`src/rtl/filter_capture_buffer.sv`:
```
// rtl/filter_capture_buffer.sv - capture a block of filter output samples into RAM and replay it on a valid/ready stream
//
// Purpose:
//   Records DEPTH consecutive samples of a free-running filter output into an
//   internal RAM after a start request, then replays the block in order on a
//   valid/ready output stream with tlast marking the final sample. Samples are
//   stored and returned bit-exact.
//
// Ports:
//   clk        in   clock, all logic on the rising edge
//   arst_n     in   asynchronous active-low reset, synchronous release
//   start      in   arm request, honoured only while idle
//   s_tdata    in   filter output sample, valid every cycle
//   m_tdata    out  replayed sample
//   m_tvalid   out  m_tdata valid
//   m_tready   in   downstream accepts the current sample
//   m_tlast    out  current sample is the last of the block
//   busy       out  capture / prefetch / drain in progress
//   done       out  one-cycle pulse after the final transfer
//   start_err  out  one-cycle pulse after a start request seen while busy

module filter_capture_buffer #(
  parameter int DATA_WIDTH = 14,
  parameter int DEPTH      = 128
) (
  input  logic                  clk,
  input  logic                  arst_n,
  input  logic                  start,
  input  logic [DATA_WIDTH-1:0] s_tdata,
  output logic [DATA_WIDTH-1:0] m_tdata,
  output logic                  m_tvalid,
  input  logic                  m_tready,
  output logic                  m_tlast,
  output logic                  busy,
  output logic                  done,
  output logic                  start_err
);

  localparam int AW = (DEPTH > 1) ? $clog2(DEPTH) : 1;
  localparam logic [AW-1:0] LAST = AW'(DEPTH - 1);

  typedef enum logic [1:0] {
    IDLE,
    CAPTURE,
    PREFETCH,
    DRAIN
  } state_t;

  state_t state;
  state_t state_nxt;

  logic [AW-1:0]         wr_ptr;
  logic [AW-1:0]         rd_ptr;
  logic [AW-1:0]         rd_next;
  logic                  xfer;
  logic [DATA_WIDTH-1:0] mem [DEPTH];

  // m_tvalid is only ever high in DRAIN, so a handshake implies DRAIN.
  assign xfer    = m_tvalid & m_tready;
  assign rd_next = rd_ptr + 1'b1;

  // Next-state logic.
  always_comb begin
    state_nxt = state;
    case (state)
      IDLE: begin
        if (start) begin
          state_nxt = CAPTURE;
        end
      end
      CAPTURE: begin
        if (wr_ptr == LAST) begin
          state_nxt = PREFETCH;
        end
      end
      PREFETCH: begin
        state_nxt = DRAIN;
      end
      DRAIN: begin
        if (xfer && m_tlast) begin
          state_nxt = IDLE;
        end
      end
      default: begin
        state_nxt = IDLE;
      end
    endcase
  end

  always_ff @(posedge clk or negedge arst_n) begin
    if (!arst_n) begin
      state <= IDLE;
    end else begin
      state <= state_nxt;
    end
  end

  // Write and read pointers. Both wrap naturally; the wrap of rd_ptr after
  // the final transfer is never used because the block returns to IDLE.
  always_ff @(posedge clk or negedge arst_n) begin
    if (!arst_n) begin
      wr_ptr <= '0;
      rd_ptr <= '0;
    end else begin
      case (state)
        IDLE: begin
          if (start) begin
            wr_ptr <= '0;
          end
        end
        CAPTURE: begin
          wr_ptr <= wr_ptr + 1'b1;
        end
        PREFETCH: begin
          rd_ptr <= '0;
        end
        DRAIN: begin
          if (xfer) begin
            rd_ptr <= rd_next;
          end
        end
        default: begin
        end
      endcase
    end
  end

  // Sample RAM, intentionally not reset.
  always_ff @(posedge clk) begin
    if (state == CAPTURE) begin
      mem[wr_ptr] <= s_tdata;
    end
  end

  // Registered outputs. The output register is loaded one sample ahead:
  // mem[0] during PREFETCH, then mem[rd_ptr+1] on every handshake, so
  // back-to-back transfers sustain one sample per cycle.
  always_ff @(posedge clk or negedge arst_n) begin
    if (!arst_n) begin
      m_tdata   <= '0;
      m_tvalid  <= 1'b0;
      m_tlast   <= 1'b0;
      busy      <= 1'b0;
      done      <= 1'b0;
      start_err <= 1'b0;
    end else begin
      busy      <= (state_nxt != IDLE);
      m_tvalid  <= (state_nxt == DRAIN);
      done      <= xfer && m_tlast;
      start_err <= start && (state != IDLE);
      if (state == PREFETCH) begin
        m_tdata <= mem[0];
        m_tlast <= 1'b0;
      end else if (xfer) begin
        m_tdata <= mem[rd_next];
        m_tlast <= (rd_next == LAST);
      end
    end
  end

endmodule

```
`config.mk`:
```
export PLATFORM = sky130hd
export DESIGN_NAME = filter_capture_buffer
export DESIGN_NICKNAME = d
export VERILOG_FILES = /design/src/rtl/filter_capture_buffer.sv
export SDC_FILE = /design/constraint.sdc
export NUM_CORES = 2
export LEC_CHECK = 0
export BUFFER_PORTS_ARGS = -buffer_cell sky130_fd_sc_hd__buf_2
export CORE_MARGIN = 5
export CORE_UTILIZATION = 57
export DETAILED_ROUTE_END_ITERATION = 6
export PLACE_DENSITY_LB_ADDON = 0.3
export SYNTH_ARGS = -nofsm -noshare
export SYNTH_HDL_FRONTEND = slang
export SYNTH_SLANG_ARGS = --single-unit
```
`constraint.sdc`:
```
create_clock -name clk -period 3.53 [get_ports clk]
set_input_delay 0.353 -clock clk [delete_from_list [all_inputs] [get_ports clk]]
set_output_delay 0.353 -clock clk [all_outputs]
set_load 0.02 [all_outputs]
```
### After elaboration in Yosys (flattened, before gate mapping)

Memory sizes are Yosys's and may differ from the RTL's.
Index checks and enable logic that the tools add are counted.
Widths: inputs -> output; s select.

| storage, ports and cells | value |
|---|---|
| logic and storage cells | 45 |
| memory bits (writable) | 1792 |
| register bits after elaboration | 35 |
| input port bits | 18 |
| memories kept | 1 |

| operators by class | value |
|---|---|
| muxes and demuxes | 14 |
| bitwise logic cells | 1 |
| equality and inequality tests | 8 |
| add/subtract/negate cells | 2 |
| reduce and logical (&&, ||, !) cells | 10 |

Memory list:

| name | depth | bits a word | read ports | clocked after Yosys merged registers in | write ports | line | RTL |
|---|---|---|---|---|---|---|---|
| mem | 128 | 14 | 2 | 0 | 1 | 56 | `logic [DATA_WIDTH-1:0] mem [DEPTH];` |

Operator list:

| kind | count |
|---|---|
| $mux 14 | 2 |
| $pmux 7 s2 | 2 |
| $add 7x1->7 const B | 2 |
| $eq 7x7->1 const B | 2 |
| $mux 7 | 2 |
| $reduce_bool 2->1 | 5 |
| $pmux 2 s4 | 1 |
| $eq 2x2->1 const B | 3 |
| $mux 2 | 3 |
| $mux 1 | 4 |
| $ne 2x2->1 const B | 2 |
| $reduce_and 2->1 | 2 |
| $eq 2x1->1 const B | 1 |
| $logic_and 1x1->1 | 2 |
| $logic_not 2->1 | 1 |
| $and 1x1->1 | 1 |

### Depth between registers and ports, before layout

| logic depth | value |
|---|---|
| depth after elaboration | 5 |
| gate-level depth with buffers | 17 |

### Worst setup path after synthesis

OpenSTA, ideal clock, no wires.

| path | value |
|---|---|
| kind | flip-flop to flip-flop |
| from | register rd_ptr[0] |
| to | register m_tdata[10] |
| buffers on the path | 9 |
| setup time | 0.124 ns |
| setup slack | -0.202 ns |
| required time | 3.406 ns |
| arrival time | 3.608 ns |
| stages on the path, launching flop included | 18 |
| cells stage by stage | dfrtp_1 > buf_4 > buf_4 > buf_4 > inv_2 > buf_2 > clkbuf_1 > ha_1 > buf_2 > buf_2 > buf_1 > buf_1 > mux4_2 > nand2_1 > nand2_1 > o21ai_0 > nand3_1 > a211o_1 |

| on the way | value |
|---|---|
| longest elaborated chain between the ends | 4 |

Ends and longest elaborated chain:

| what | line | RTL |
|---|---|---|
| start: declaration | 53 | `logic [AW-1:0] rd_ptr;` |
| start signal: assignment | 119 | `rd_ptr <= rd_next;` |
| $add 7x1->7 | 60 | `assign rd_next = rd_ptr + 1'b1;` |
| $mem_v2 128x14 | - |  |
| $mux 14 | 154 | `end else if (xfer) begin` |
| $mux 14 | 151 | `if (state == PREFETCH) begin` |
| end signal: assignment | 152 | `m_tdata <= mem[0];` |
| end signal: assignment | 155 | `m_tdata <= mem[rd_next];` |
| end: declaration | 30 | `output logic [DATA_WIDTH-1:0] m_tdata,` |

Every way passes these cells. The select of a mux whose other input is x is not followed.
A chain may end at the register's enable or synchronous reset.

### Final worst setup path

| path | value |
|---|---|
| from | register rd_ptr[0] |
| to | register m_tdata[5] |

The elaborated chain is that of the path after synthesis.

==> metrics.txt <==
Non-Filler Instances=5592; area of the core=0.1238 mm2; Cell variety after synth=57; WP data required=4.28 ns; max-slew violations=0; buffers and inverters on the worst path=1; placed cells=5256; Die Y-Extent=363.3 um; Avg Inst Size Synth=20.20 um2; Max Used Layer=met4; peak supply drop=742.8 uV; Seq cells post-synth=1827; TritonRoute pass-1 iters=6; share of post-route cells with drive strength above 1=26.42%; die footprint=0.1320 mm2; htree depth=4; PnR Total Power=56.40 mW; sequential-to-total area share from yosys stat=76.87%; setup tns final=0 ns; Post-Syn Instances=3522; crit path launch type=flip-flop; hold depth=1; gr ovfl total=0; Power Dens Cells=699.0 mW/mm2; fin util=65.18%; fmax=288.6 MHz; post-DP HPWL=101300 um; Setup CP Type=reg -> reg; Die Width=363.3 um; status=completed; Worst path max stage delay=0.74 ns; NumNets Final=3824; post-route clock period utilization=98.17%; delay-heaviest family, CP=compound AO/OA/AOI/OAI gates; Area after DPL=0.07497 mm2; Max-slew headroom=22.47%; leak pwr=25.99 nW; Row Count=129; Worst Tran Pin Value=1.163 ns; CP max-delay cell=a211oi_1; Port Buffers=36; Multi-input gate area=0.01558 mm2; Worst Hold Class=in -> reg; starting density of the core=57.47%; post-route cell area=0.08069 mm2; 1st-iter DRT viols=5144; Reg area=0.05469 mm2; fillers=7884; clk buf depth=3; Vias=36090; root buffer cell=clkbuf_16; Period minus WS final=3.465 ns; total of max-cap violations=0; DRT Wirelength=167900 um; # IOs=37; final setup fails=0; clk_lat worst skew=0.81 ns; largest net degree at the start of global routing=88; CP Depth=8; vias in the first global route=36143; CP Cell Sequence=ha_1 > buf_4 > or3b_1 > a21o_1 > a221oi_1 > a311o_1 > a211oi_1 > a211o_1; Setup Skew=0.02308 ns; Sink Count=1827; RD Place Congestion=0.9355; antenna-violating nets left=0; endpoint class of the critical path=flip-flop; met2 WL post-DR=80040 um; CTS tree=done; Residual DRC=0; routed len/inst=30.02 um; crit-path max FO=16; Worst Path Arrival=4.21 ns; top_reg_cell synth=edfxtp_1; synthesis-to-layout area growth=13.41%; r2r worst-path depth=8; number of synthesized flops with an enable pin=1792; net count after synthesis=3543; met1 wire length=64320 um; met3 wire len=17040 um; number of antenna violations at the first check in global routing=3; post-synthesis instance area=0.07115 mm2; DR vias/cell=6.454; TritonCTS buffer count=179; Yosys warning count=0; Fin. Hold Viols=0; clock-pin slew on the worst setup and hold paths=0.06 ns; Post-synth ARST share=1.916%; first-pass GRT wire length=247600 um; GRT Total Usage=25.95%
stage by stage:
stage,hold WS (ns),setup WS (ns)
2_1_floorplan,0.05741,0.01753
3_3_place_gp,0.5200,0.1567
3_5_place_dp,0.5077,0.1133
4_1_cts,0.06354,0.08910
5_1_grt,0.08899,-0.002223
6_report,0.09788,0.06452
worst reg2reg max path, stage by stage, from the launching register on:
cell	delay, ns
dfrtp_4	0.51
ha_1	0.30
buf_4	0.25
or3b_1	0.14
a21o_1	0.57
a221oi_1	0.31
a311o_1	0.40
a211oi_1	0.74
a211o_1	0.19
kinds of logic after synthesis:
family | share of synthesized area [%]
muxes | 14.92
xor gates and xnor gates | 0.08617
DFF | 76.87
adders and majority gates | 0.05276
AOI/OAI and AO/OA | 2.277
buffers and inverters | 1.388
and+or+nand+nor | 4.409
synthesized netlist by cell type (all sizes together), types with 3 or more instances:
cell	n	area share, %
a211o	14	0.17
a211oi	29	0.31
a21o	3	0.032
a21oi	34	0.24
a221oi	28	0.34
a22o	22	0.27
a311o	13	0.18
and2	30	0.26
and3	5	0.044
buf	105	0.83
clkbuf	102	0.54
dfrtp	35	1.2
edfxtp	1792	76
ha	3	0.053
inv	4	0.021
mux2	29	0.46
mux2i	20	0.28
mux4	448	14
nand2	245	1.3
nand3	113	0.79
nor2	314	1.7
nor2b	11	0.097
nor3	16	0.11
o21ai	42	0.30
o22ai	29	0.25
xnor2	4	0.049
xor2	3	0.037
state kept, by name (all words and copies together) (netlist names):
register / count
busy: 1
done: 1
m_tdata: 14
m_tlast: 1
m_tvalid: 1
mem: 1792
rd_ptr: 7
start_err: 1
state: 2
wr_ptr: 7
worst paths after layout:
path / to / slack, ns / start
worst max register to register: m_tdata[5] / 0.06 / rd_ptr[0]
min in group asynchronous: done / 0.21 / arst_n
max in group asynchronous: rd_ptr[0] / 2.62 / arst_n
worst max-delay path: m_tdata[5] / 0.06 / rd_ptr[0]
worst min-delay path: mem[95][1] / 0.1 / s_tdata[1]
worst min register to register: wr_ptr[0] / 0.55 / wr_ptr[0]
layer usage:
metal	up-vias	global-route usage (%)
met4	0	9.558
met1	18871	37.57
met2	1975	39.96
met5	-	0
li1	14939	-
met3	305	5.546
cell type report:
cell class                      count  area share (%)
Timing Repair Buffer              307           3.334
Clock inverter                     99           1.053
Clock buffer                      230           5.953
Multi-Input combinational cell   1484           19.31
Sequential cell                  1827           67.78
Antenna cell                        4         0.01241
Inverter                            4         0.01861
Tap cell                         1637           2.538
cell usage in the layout, fill, tap and decap left out, types with 20 or more instances in the layout:
cell type / n
o22ai_1: 29
mux2i_1: 20
mux2_2: 29
nor2_1: 314
and2_1: 25
a22o_1: 22
edfxtp_1: 1792
buf_2: 22
a21oi_1: 34
a211oi_1: 27
clkbuf_1: 40
clkbuf_16: 181
clkinv_1: 46
o21ai_0: 38
a221oi_1: 28
mux4_2: 448
clkinv_2: 24
buf_12: 33
buf_4: 248
nand3_1: 112
nand2_1: 245
dfrtp_1: 34
power breakdown:
part           internal, mW  switching [mW]
Sequential             23.9           0.261
Clock                  10.3            7.97
Combinational          5.64            8.29
Total                  39.9            16.5
repair_timing:
item,in CTS,in global routing
gates resized for setup,0,5
buffers inserted,0,0
hold endpoints to repair,41,0
hold buffers,3,0
endpoints found under the setup margin,0,3
No activity file was read; power rests on OpenSTA's default activity.
